**src/rtl/regfile_pkg.sv**
```systemverilog
// Shared register-file writeback types and widths used by the arbiter and its LL result FIFO.
package regfile_pkg;

    localparam int REG_ADDR_W  = 5;
    localparam int REG_DATA_W  = 32;
    localparam int COUNT_W     = 4;
    localparam int STARVE_W    = 4;

    typedef struct packed {
        logic [REG_ADDR_W-1:0] addr;
        logic [REG_DATA_W-1:0] data;
    } wb_entry_t;

endpackage

```
**src/rtl/regfile_wb_fifo.sv**
```systemverilog
// Small circular buffer of long-latency writeback results; pointers wrap modulo DEPTH,
// which need not be a power of two. Storage is not reset, so contents are dropped on reset.
module regfile_wb_fifo
    import regfile_pkg::*;
#(
    parameter int DEPTH = 2
) (
    input  logic               clk,
    input  logic               rst,
    input  logic               push,
    input  wb_entry_t          push_entry,
    input  logic               pop,
    output logic [COUNT_W-1:0] count,
    output wb_entry_t          head
);

    localparam int PTR_W = (DEPTH > 1) ? $clog2(DEPTH) : 1;
    localparam logic [COUNT_W-1:0] DEPTH_C = COUNT_W'(DEPTH);
    localparam logic [PTR_W-1:0]   LAST_PTR = PTR_W'(DEPTH - 1);

    wb_entry_t        mem [DEPTH];
    logic [PTR_W-1:0] rd_ptr;
    logic [PTR_W-1:0] wr_ptr;
    logic             do_push;
    logic             do_pop;

    // A pop frees its slot in the same cycle, so a full buffer can still take a push alongside it.
    assign do_pop  = pop && (count != '0);
    assign do_push = push && ((count < DEPTH_C) || do_pop);
    assign head    = mem[rd_ptr];

    always_ff @(posedge clk or posedge rst) begin
        if (rst) begin
            rd_ptr <= '0;
            wr_ptr <= '0;
            count  <= '0;
        end else begin
            if (do_push) begin
                wr_ptr <= (wr_ptr == LAST_PTR) ? '0 : wr_ptr + 1'b1;
            end
            if (do_pop) begin
                rd_ptr <= (rd_ptr == LAST_PTR) ? '0 : rd_ptr + 1'b1;
            end
            case ({do_push, do_pop})
                2'b10:   count <= count + 1'b1;
                2'b01:   count <= count - 1'b1;
                default: count <= count;
            endcase
        end
    end

    always_ff @(posedge clk) begin
        if (do_push) begin
            mem[wr_ptr] <= push_entry;
        end
    end

endmodule

```
**src/rtl/regfile_wb_arbiter.sv**
```systemverilog
// Arbitrates the single register-file write port between pipeline writeback and buffered
// long-latency results. Optional busy scoreboard enabled by REGFILE_WB_ARB_SCOREBOARD_EN.
module regfile_wb_arbiter
    import regfile_pkg::*;
#(
    parameter int FIFO_DEPTH   = 2,
    parameter int STARVE_LIMIT = 4
) (
    input  logic                  CLK,
    input  logic                  RST,
    input  logic                  MEM_WB_Freeze,
    input  logic                  Pipe_WE,
    input  logic [REG_ADDR_W-1:0] Pipe_Addr,
    input  logic [REG_DATA_W-1:0] Pipe_Data,
    input  logic                  LL_Issue_Valid,
    input  logic [REG_ADDR_W-1:0] LL_Issue_Addr,
    input  logic                  LL_Valid,
    output logic                  LL_Ready,
    input  logic [REG_ADDR_W-1:0] LL_Addr,
    input  logic [REG_DATA_W-1:0] LL_Data,
    output logic                  Reg_Write_Enable,
    output logic [REG_ADDR_W-1:0] RD_Write_Addr,
    output logic [REG_DATA_W-1:0] RD_Write_Data,
    output logic                  Pipe_Stall,
    output logic [31:0]           Busy_Mask,
    output logic [COUNT_W-1:0]    Fifo_Count
);

    localparam logic [COUNT_W-1:0]  DEPTH_C = COUNT_W'(FIFO_DEPTH);
    localparam logic [STARVE_W-1:0] LIMIT_C = STARVE_W'(STARVE_LIMIT);

    wb_entry_t           head;
    wb_entry_t           wr_entry;
    logic                wr_valid;
    logic                push;
    logic                pop;
    logic                fifo_empty;
    logic [STARVE_W-1:0] starve_cnt;
    logic [STARVE_W-1:0] starve_next;

    // LL results always go through the buffer; readiness depends on registered occupancy only.
    assign LL_Ready   = (Fifo_Count < DEPTH_C);
    assign push       = LL_Valid && LL_Ready;
    assign fifo_empty = (Fifo_Count == '0);

    regfile_wb_fifo #(
        .DEPTH (FIFO_DEPTH)
    ) u_fifo (
        .clk        (CLK),
        .rst        (RST),
        .push       (push),
        .push_entry ('{addr: LL_Addr, data: LL_Data}),
        .pop        (pop),
        .count      (Fifo_Count),
        .head       (head)
    );

    // Pipe has fixed priority even while stalled; the stall only asks the pipeline to back off.
    always_comb begin
        wr_valid    = 1'b0;
        wr_entry    = '0;
        pop         = 1'b0;
        starve_next = starve_cnt;
        if (!MEM_WB_Freeze) begin
            if (Pipe_WE) begin
                wr_valid = 1'b1;
                wr_entry = '{addr: Pipe_Addr, data: Pipe_Data};
                if (!fifo_empty && (starve_cnt != LIMIT_C)) begin
                    starve_next = starve_cnt + 1'b1;
                end
            end else if (!fifo_empty) begin
                wr_valid    = 1'b1;
                wr_entry    = head;
                pop         = 1'b1;
                starve_next = '0;
            end
        end
    end

    always_ff @(posedge CLK or posedge RST) begin
        if (RST) begin
            Reg_Write_Enable <= 1'b0;
            RD_Write_Addr    <= '0;
            RD_Write_Data    <= '0;
            starve_cnt       <= '0;
            Pipe_Stall       <= 1'b0;
        end else begin
            // Writes to r0 still consume their slot but never strobe the register file.
            Reg_Write_Enable <= wr_valid && (wr_entry.addr != '0);
            if (wr_valid) begin
                RD_Write_Addr <= wr_entry.addr;
                RD_Write_Data <= wr_entry.data;
            end
            starve_cnt <= starve_next;
            Pipe_Stall <= (starve_next == LIMIT_C);
        end
    end

`ifdef REGFILE_WB_ARB_SCOREBOARD_EN
    logic [31:0] busy_set;
    logic [31:0] busy_clr;

    always_comb begin
        busy_set = '0;
        busy_clr = '0;
        if (LL_Issue_Valid && (LL_Issue_Addr != '0)) begin
            busy_set[LL_Issue_Addr] = 1'b1;
        end
        if (pop) begin
            busy_clr[head.addr] = 1'b1;
        end
    end

    // A new issue to a register being retired in the same cycle keeps the bit set.
    always_ff @(posedge CLK or posedge RST) begin
        if (RST) begin
            Busy_Mask <= '0;
        end else begin
            Busy_Mask <= ((Busy_Mask & ~busy_clr) | busy_set) & 32'hFFFF_FFFE;
        end
    end
`else
    logic unused_issue;

    assign unused_issue = ^{LL_Issue_Valid, LL_Issue_Addr};
    assign Busy_Mask    = '0;
`endif

endmodule
```
**config.mk**
```make
export PLATFORM = sky130hd
export DESIGN_NAME = regfile_wb_arbiter
export DESIGN_NICKNAME = d
export VERILOG_FILES = /design/src/rtl/regfile_pkg.sv /design/src/rtl/regfile_wb_fifo.sv /design/src/rtl/regfile_wb_arbiter.sv
export SDC_FILE = /design/constraint.sdc
export NUM_CORES = 1
export LEC_CHECK = 0
export BUFFER_PORTS_ARGS = -buffer_cell sky130_fd_sc_hd__buf_2
export CAP_MARGIN = 20
export CORE_MARGIN = 1.5
export CORE_UTILIZATION = 46
export DETAILED_ROUTE_END_ITERATION = 8
export PLACE_DENSITY = 0.73
export SLEW_MARGIN = 10
export SYNTH_ARGS = -nofsm -noshare
export SYNTH_HDL_FRONTEND = slang
export SYNTH_SLANG_ARGS = --single-unit
```
**constraint.sdc**
```tcl
create_clock -name CLK -period 3 [get_ports CLK]
set_input_delay 0 -clock CLK [delete_from_list [all_inputs] [get_ports CLK]]
set_output_delay 0 -clock CLK [all_outputs]
set_load 0.1 [all_outputs]
```
; ---- Yosys cells after proc, flatten, opt, wreduce, memory -nomap -nowiden
; Memory sizes are Yosys's and may differ from the RTL's.
; Index checks and enable logic that the tools add are counted.
[totals]
ff_bits = 49
ram_bits = 74
input_bits = 85
output_inout_bits = 76
elab_cells = 47
memories = 1
[memory_table]
columns = name, depth, word_bits, read_ports, rd_clocked_by_memory_dff, write_ports, line
row1 = u_fifo.mem, 2, 37, 1, 0, 1, regfile_wb_fifo.sv:21  ; wb_entry_t mem [DEPTH];
[classes]
n_addsub = 5
magnitude_cmp = 1
n_eq_ne = 4
mux = 17
reduce_logical = 11
[op_table]
columns = cell, n
row1 = 37-bit 2-to-1 mux, 3
row2 = 4-bit 2-to-1 mux, 4
row3 = 1-bit 2-to-1 mux, 9
row4 = 4-bit by 1-bit adder with 4-bit output (second input constant), 2
row5 = 4-bit one-hot mux with 2 select lines, 1
row6 = 1-bit logical AND, 5
row7 = 5-bit nonzero test, 1
row8 = 4-bit by 3-bit equality test with 1-bit output (second input constant), 1
row9 = 4-bit logical NOT, 1
row10 = 4-bit by 2-bit < comparator with 1-bit output (second input constant), 1
row11 = 4-bit by 3-bit != test with 1-bit output (second input constant), 1
row12 = 4-bit nonzero test, 1
row13 = 4-bit by 1-bit subtractor with 4-bit output (second input constant), 1
row14 = 1-bit adder (second input constant), 2
row15 = 2-bit by 1-bit equality test with 1-bit output (second input constant), 1
row16 = 2-bit equality test (second input constant), 1
row17 = 2-bit nonzero test, 1
row18 = 1-bit logical NOT, 1
row19 = 1-bit logical OR, 1

; ---- Logic depth before layout (Yosys ltp)
; Gate-level depths: netlist of run 1.
[depth]
depth_word = 9
ltp_mapped = 12
depth_no_buf = 10

; ---- Cells and area by module
; A second synthesis of run 1 with hierarchy kept.
[unflattened]
hier_cells = 429
area_unflattened_um2 = 5474.0
[modules_own_cells]
columns = module, instances, cells_each, area_each_um2, seq_area_each_um2
row1 = regfile_wb_fifo, 1, 150, 3021.6, 2372.3
row2 = regfile_wb_arbiter, 1, 279, 2452.4, 1076.0

; ---- Worst setup path before layout of run 1
; Ideal clock, no wire load.
[synth_path]
kind = register to register
startpoint = reg u_fifo.count[1]
endpoint = mem u_fifo.mem[0][0] (netlist name) (enable)
setup_ns = 0.431
t_arrival_ns = 5.310
t_required_ns = 2.569
path_slack_ns = -2.741
stages_incl_launch_ff = 5
n_path_buf = 1
period_less_slack_ns = 5.741
path_cell_list = dfrtp_1 > buf_6 > nor3_1 > nand2_1 > nor2_1
[synth_between]
word_cells_on_any_way = 12
classes_between = 1 x order compare / 5 x mux / 6 x reduce/logical
[synth_lines]
columns = item, line
row1 = start: declaration, regfile_wb_fifo.sv:13  ; output logic [COUNT_W-1:0] count,
row2 = start signal: assignment, regfile_wb_fifo.sv:45  ; 2'b10: count <= count + 1'b1;
row3 = start signal: assignment, regfile_wb_fifo.sv:46  ; 2'b01: count <= count - 1'b1;
row4 = start signal: assignment, regfile_wb_fifo.sv:47  ; default: count <= count;
row5 = 4-bit by 2-bit < comparator with 1-bit output *, regfile_wb_arbiter.sv:42  ; assign LL_Ready = (Fifo_Count < DEPTH_C);
row6 = net LL_Ready, regfile_wb_arbiter.sv:18  ; output logic LL_Ready,
row7 = 1-bit logical AND or 1-bit logical OR (tied branches), "regfile_wb_arbiter.sv:43, regfile_wb_fifo.sv:29"
row8 = 1-bit logical AND *, regfile_wb_fifo.sv:29  ; assign do_push = push && ((count < DEPTH_C) || do_pop);
row9 = 1-bit 2-to-1 mux *, regfile_wb_fifo.sv:53  ; if (do_push) begin
row10 = 1-bit 2-to-1 mux (implied by the code) *, regfile_wb_fifo.sv:54  ; mem[wr_ptr] <= push_entry;
row11 = end: declaration, regfile_wb_fifo.sv:21
; The timed path passes the listed nets; every way through them passes the cells marked *.

; ---- Worst setup path in the final report of run 1
[layout_path]
startpoint = reg u_fifo.count[0]
endpoint = reg u_fifo.count[2]
[layout_between]
elab_chain_cells = 9
word_cells_on_any_way = 16
classes_between = 2 x add/sub / 1 x order compare / 2 x eq/ne / 4 x mux / 7 x reduce/logical
[layout_lines]
columns = item, line
row1 = 4-bit logical NOT, regfile_wb_arbiter.sv:44  ; assign fifo_empty = (Fifo_Count == '0);
row2 = 1-bit 2-to-1 mux, regfile_wb_arbiter.sv:71  ; end else if (!fifo_empty) begin
row3 = 1-bit 2-to-1 mux, regfile_wb_arbiter.sv:65  ; if (Pipe_WE) begin
row4 = 1-bit 2-to-1 mux, regfile_wb_arbiter.sv:64  ; if (!MEM_WB_Freeze) begin
row5 = 1-bit logical AND *, regfile_wb_fifo.sv:28  ; assign do_pop = pop && (count != '0);
row6 = net u_fifo.do_pop, regfile_wb_fifo.sv:25  ; logic do_pop;
row7 = 1-bit logical OR, regfile_wb_fifo.sv:29
row8 = 1-bit logical AND, regfile_wb_fifo.sv:29
row9 = 2-bit by 1-bit equality test with 1-bit output or 2-bit equality test (tied branches), regfile_wb_fifo.sv:44  ; case ({do_push, do_pop})
row10 = 4-bit one-hot mux with 2 select lines or 2-bit nonzero test (tied branches), -
; Marked as above.
; A chain may end at the register's enable or synchronous reset.

==> results of run 1 <==
flip-flops by register name (all words and copies together) (netlist names):
| signal | count |
|---|---|
| starve_cnt | 4 |
| u_fifo.rd_ptr | 1 |
| u_fifo.wr_ptr | 1 |
| RD_Write_Addr | 5 |
| Reg_Write_Enable | 1 |
| u_fifo.mem | 74 |
| RD_Write_Data | 32 |
| Pipe_Stall | 1 |
| u_fifo.count | 4 |
area by class of cell:
cell class | instances | area [sq um]
flip-flops and latches | 123 | 3460
multi-input cells | 247 | 1700
inverters | 7 | 26.3
clock inverters | 10 | 70.1
clock buffers | 22 | 464
fillers | 816 | 4010
well taps | 143 | 179
repair buffers | 208 | 1470
cells by family after synthesis:
family / count (synthesis) / synth area share
adder cells (fa/ha/maj): 5 / 0.0117
XOR/XNOR: 7 / 0.0114
buffers and inverters: 63 / 0.0738
multiplexers: 39 / 0.0785
other: 1 / 0.000700
AND/OR/NAND/NOR: 52 / 0.0561
flip-flops: 123 / 0.644
AO/OA/AOI/OAI: 112 / 0.124
metal layers:
| layer | GRT usage | vias to the layer above | part of all wire |
|---|---|---|---|
| met3 | 0.0563 | 29 | 0.056 |
| met4 | 0.104 | 0 | 0.026 |
| li1 | - | 1877 | - |
| met1 | 0.262 | 1883 | 0.41 |
| met5 | 0 | - | 0 |
| met2 | 0.380 | 166 | 0.51 |
metrics by stage:
stage	power (uW)	util	std cells	hold WS (ns)
final	7170	0.648	760	0.0431
after global routing	7460	0.648	760	0.0392
after CTS	7200	0.648	760	0.0211
after detailed placement	5290	0.534	652	0.0474
after global placement	5230	0.532	651	0.187
after floorplan	4780	-	433	0.0989
layout by cell type (no fill, tap or decap), drive strengths merged, types with 3 or more instances in the layout:
master	n
buf	132
dlygate4sd3	76
edfxtp	74
dfrtp	49
o22ai	45
a21oi	37
conb	32
mux2	24
clkbuf	22
o21ai	20
nand2	16
mux2i	15
nor3	14
clkinv	8
nand3	6
inv	6
xor2	5
ha	5
clkinvlp	3
nor2	3
worst max-delay path by stage:
stage / to / cells past startpoint / slack (ns) / start
2_1_floorplan: u_fifo.count[3] / 7 / 0.04 / u_fifo.count[1]
3_3_place_gp: u_fifo.count[2] / 10 / 0.36 / u_fifo.count[1]
3_5_place_dp: u_fifo.count[3] / 7 / 0.29 / u_fifo.count[0]
4_1_cts: u_fifo.count[2] / 10 / 0.27 / u_fifo.count[0]
5_1_grt: u_fifo.count[2] / 10 / 0.14 / u_fifo.count[0]
6_report: u_fifo.count[2] / 10 / 0.28 / u_fifo.count[0]
timing repair:
item                      CTS  global route
hold buffers               76             0
resized for setup           0             0
hold endpoints to repair  129             0
report_power, final:
group          switching, uW  internal, uW
clock network            726          1100
registers                288          2130
logic                   2200           735
synth_stat cells (all sizes together):
cell / n
o311ai: 1
nand4: 1
nand2b: 1
o211ai: 2
dfrtp: 49
edfxtp: 74
a211oi: 2
xnor2: 2
nor4bb: 1
inv: 5
o22ai: 45
o31ai: 1
a2bb2oi: 1
nand3b: 1
o21ai: 20
a22oi: 1
nor3: 14
or4bb: 1
and3b: 1
ha: 5
nor4: 2
a31oi: 1
mux2i: 15
and3: 2
mux2: 24
nand3: 6
or3: 1
clkinv: 2
xor2: 5
conb: 1
nand2: 16
nor2: 3
or4: 2
clkbuf: 14
a21oi: 37
o41ai: 1
buf: 42
critical path, stage by stage, from the launching register on:
cell and delay (ns):
dfrtp_1 0.48, or4_4 0.61, nand2_8 0.22, nor2_1 0.16, ha_4 0.25, xor2_1 0.15, ha_1 0.19, a21oi_1 0.15
xor2_1 0.17, nor2_1 0.06, xor2_1 0.14
==> impl_metrics.json, run 1 <==
{
  "rr_worst_depth": 10,
  "wl_mm": 13.0,
  "cts.sinks": 123,
  "grt_overflow_total": 0,
  "place_congestion": 0.756,
  "worst_slack_ns": 0.282,
  "yosys_warnings": 0,
  "period_minus_slack_ns": 2.72,
  "htree_levels": 4,
  "hold_viol": 0,
  "area_growth_pct": 37.4,
  "critPathLaunchType": "register",
  "port_buffers": 122,
  "netlist_area_sq_mm": 0.00536,
  "crit_type": "register to register",
  "yosysSeqAreaShare": 0.644,
  "tightest_slew_ns": 1.05,
  "ys_seq_elements": 123,
  "n_antenna_cell": 0,
  "required_ns": 3.28,
  "hp-start": "Pipe_Addr[1]",
  "crit_fanout": 28,
  "drive_gt1_frac": 0.331,
  "drv_cap": 0,
  "drv_slew": 0,
  "fp-row-count": 39,
  "initial_core_util": 0.471,
  "netlist.top_cell.by_area": "edfxtp_1",
  "dr.pass1.iters": 4,
  "die-area_sq_mm": 0.0123,
  "dr_total_vias": 3955,
  "worstPathArrival_ns": 3.00,
  "yosysUniqueCellTypes": 43,
  "antenna_found_initial": 0,
  "cts_inserted_buffers": 17,
  "avgSynthCellArea_sq_um": 13.3,
  "clockRootBuffer": "clkbuf_16",
  "die_x_um": 111,
  "tns_ns": 0,
  "syn_inst": 402,
  "r2r_start": "u_fifo.count[0]",
  "worst_clock_skew_ns": 0.00720,
  "synth_top_area_share": 0.415,
  "grt_max_degree": 39,
  "fin_area_sq_mm": 0.00736,
  "clk_pin_slew_worst_paths_ns": 0.05,
  "drt_iter0_drc": 172,
  "ff2ff_setup_slack_ns": 0.28,
  "cts_buffer_depth": 2,
  "via_per_inst": 5.20,
  "status": "finished clean",
  "hold_path_depth": 4,
  "crit_path_end_kind": "register",
  "pin_count": 161,
  "min_to": "RD_Write_Addr[1]",
  "hold_path.class": "primary input to register",
  "place_area_sq_mm": 0.00607,
  "tritoncts": "done",
  "final_nets": 694,
  "rsz0062_at_grt": "no",
  "r2r-end": "u_fifo.count[2]",
  "grt_use_total": 0.222,
  "core-area_sq_mm": 0.0114,
  "period_share": 0.906,
  "clk-insertion-delay-late_ns": 0.41,
  "drt-wirelength-per-cell_um": 17.1,
  "grt_pass1_vias": 4240,
  "pre_cts_ws_ns": 0.290,
  "dp_hpwl_mm": 7.76,
  "drc_errors": 0,
  "post_cts_buffers": 0,
  "powerDensity_mw_per_mm2": 974,
  "maxSlewHeadroom": 0.303,
  "grt_pass1_wl_mm": 21.1,
  "final_antenna_net_count": 0,
  "fmax_mhz": 368,
  "setup_viol": 0,
  "die_height_um": 111,
  "ir_drop_v": 0.000733,
  "p_leak_uw": 0.00302,
  "synth_area_leaders": "edfxtp_1 41%, dfrtp_1 23%, o22ai_1 5.3%"
}
Power figures use the tool's default switching activity.
==> run 2: changes to the inputs <==
--- a/config.mk
+++ b/config.mk
@@ -11,6 +11,7 @@
 export CORE_UTILIZATION = 46
 export DETAILED_ROUTE_END_ITERATION = 8
 export PLACE_DENSITY = 0.73
+export RECOVER_POWER = 50
 export SLEW_MARGIN = 10
 export SYNTH_ARGS = -nofsm -noshare
 export SYNTH_HDL_FRONTEND = slang
==> impl_metrics.json, run 2 (synthesis gave the netlist of run 1 again) <==
{
  "worstPathArrival_ns": 3.01,
  "die_height_um": 111,
  "crit_chain": "or4_4 -> nand2_8 -> nor2_1 -> ha_4 -> xor2_1 -> ha_1 -> a21oi_1 -> xor2_1 -> nor2_1 -> xor2_1",
  "rsz0062_at_grt": "no",
  "via_per_inst": 5.23,
  "cts.sinks": 123,
  "crit_path_end_kind": "register",
  "place_area_sq_mm": 0.00607,
  "worst_slack_ns": 0.271,
  "dp_hpwl_mm": 7.76,
  "regMostFlops": "u_fifo.mem",
  "place_congestion": 0.756,
  "crit_fanout": 28,
  "dr_total_vias": 3974,
  "cts_buffer_depth": 2,
  "required_ns": 3.28,
  "fp-row-count": 39,
  "drt_iter0_drc": 166,
  "post_cts_buffers": 0,
  "critPathLaunchType": "register",
  "nFillCells": 848,
  "fmax_mhz": 366,
  "die_x_um": 111,
  "clk-insertion-delay-late_ns": 0.41,
  "reg.largest.list": "u_fifo.mem x74, RD_Write_Data x32, RD_Write_Addr x5",
  "worst_clock_skew_ns": 0.00704,
  "hold_viol": 0,
  "hold_path.class": "primary input to register",
  "pin_count": 161,
  "htree_levels": 4,
  "drive_gt1_frac": 0.250,
  "mostFrequentLayoutCells": "76 x dlygate4sd3_1, 74 x edfxtp_1, 73 x buf_2",
  "fin_area_sq_mm": 0.00729,
  "wl_mm": 13.0,
  "max_stage_delay_ns": 0.61,
  "antenna_found_initial": 0,
  "drv_cap": 0,
  "period_share": 0.910,
  "final_common_cell": "dlygate4sd3_1",
  "initial_core_util": 0.471,
  "grt_pass1_wl_mm": 21.1,
  "maxSlewHeadroom": 0.159,
  "critPathTopFamily": "simple AND/OR/NAND/NOR gates",
  "status": "finished clean",
  "tightest_slew_ns": 1.27,
  "tritoncts": "done",
  "grt_pass1_vias": 4240,
  "clk_pin_slew_worst_paths_ns": 0.05,
  "dr.pass1.iters": 4,
  "powerDensity_mw_per_mm2": 979,
  "clockRootBuffer": "clkbuf_16",
  "final_antenna_net_count": 0,
  "cts_inserted_buffers": 17,
  "critPathMostFrequentCell": "xor2_1",
  "pre_cts_ws_ns": 0.290,
  "period_minus_slack_ns": 2.73,
  "largest_reg_flops": 74,
  "setup_viol": 0,
  "core-area_sq_mm": 0.0114,
  "ir_drop_v": 0.000733,
  "critPathBufInv": 0,
  "grt_use_total": 0.222,
  "grt_overflow_total": 0,
  "port_buffers": 122,
  "grt_max_degree": 39,
  "die-area_sq_mm": 0.0123,
  "area_growth_pct": 36.1,
  "tns_ns": 0,
  "cp_slowest_cell": "or4_4",
  "crit_type": "register to register",
  "p_leak_uw": 0.00288,
  "drt-wirelength-per-cell_um": 17.1,
  "drv_slew": 0,
  "n_antenna_cell": 0,
  "final_nets": 694,
  "drc_errors": 0
}
## run 2: cell count changes in the layout (fill, tap and decap cells not counted)
cell	previous run	this run
buf_2	122	73
clkbuf_1	3	50
inv_1	4	5
nor3_4	1	0
clkbuf_2	0	1
buf_1	0	1
nor3_1	13	14
inv_2	1	0
## run 2: through the flow
step | hold slack (ns) | power (uW) | utilization | instances
floorplan | 0.0989 | 4780 | - | 433
global placement | 0.187 | 5230 | 0.532 | 651
detailed placement | 0.0474 | 5290 | 0.534 | 652
CTS | 0.0211 | 7200 | 0.648 | 760
global route | 0.0392 | 7420 | 0.641 | 760
finish | 0.0412 | 7140 | 0.641 | 760
## run 2: power by group
part | switching (uW) | total [uW] | internal (uW)
Sequential | 282 | 2410 | 2130
Combinational | 2200 | 2900 | 703
Clock | 727 | 1820 | 1100
## run 2: tightest hold or removal path: cells and delay by family
family                 cells  cell delay [ns]
multiplexers               1             0.15
buffers and inverters      1             0.11
AO/OA/AOI/OAI              1             0.08
AND/OR/NAND/NOR            1             0.07
## run 2: cell type report
cell class,instances,area [sq um],area share
Tap cell,143,179,0.0245
Timing Repair Buffer,208,1410,0.194
Clock inverter,10,70.1,0.00961
Multi-Input combinational cell,247,1690,0.231
Sequential cell,123,3460,0.474
Inverter,7,26.3,0.00360
Clock buffer,22,464,0.0637
## run 2: routing by layer
metal | global-route usage | wire length, um | part of all wire
met1 | 0.262 | 5330 | 0.41
met2 | 0.380 | 6580 | 0.51
met5 | 0 | 0 | 0
met4 | 0.104 | 387 | 0.030
met3 | 0.0563 | 731 | 0.056
## run 2: worst paths after layout
| path | startpoint | slack (ns) | depth (start not counted) | end |
|---|---|---|---|---|
| worst min register to register | RD_Write_Addr[2] | 0.48 | 2 | RD_Write_Addr[2] |
| worst max-delay path | u_fifo.count[0] | 0.27 | 10 | u_fifo.count[2] |
| worst min-delay path | Pipe_Addr[1] | 0.04 | 4 | RD_Write_Addr[1] |
| worst max register to register | u_fifo.count[0] | 0.27 | 10 | u_fifo.count[2] |
| max in group asynchronous | RST | 2.02 | 4 | u_fifo.count[1] |
| min in group asynchronous | RST | 0.30 | 3 | u_fifo.count[0] |
## run 2: repair_timing
item | in CTS | in global routing
hold buffers | 76 | 0
hold endpoints to repair | 129 | 0
gates resized for setup | 0 | 0
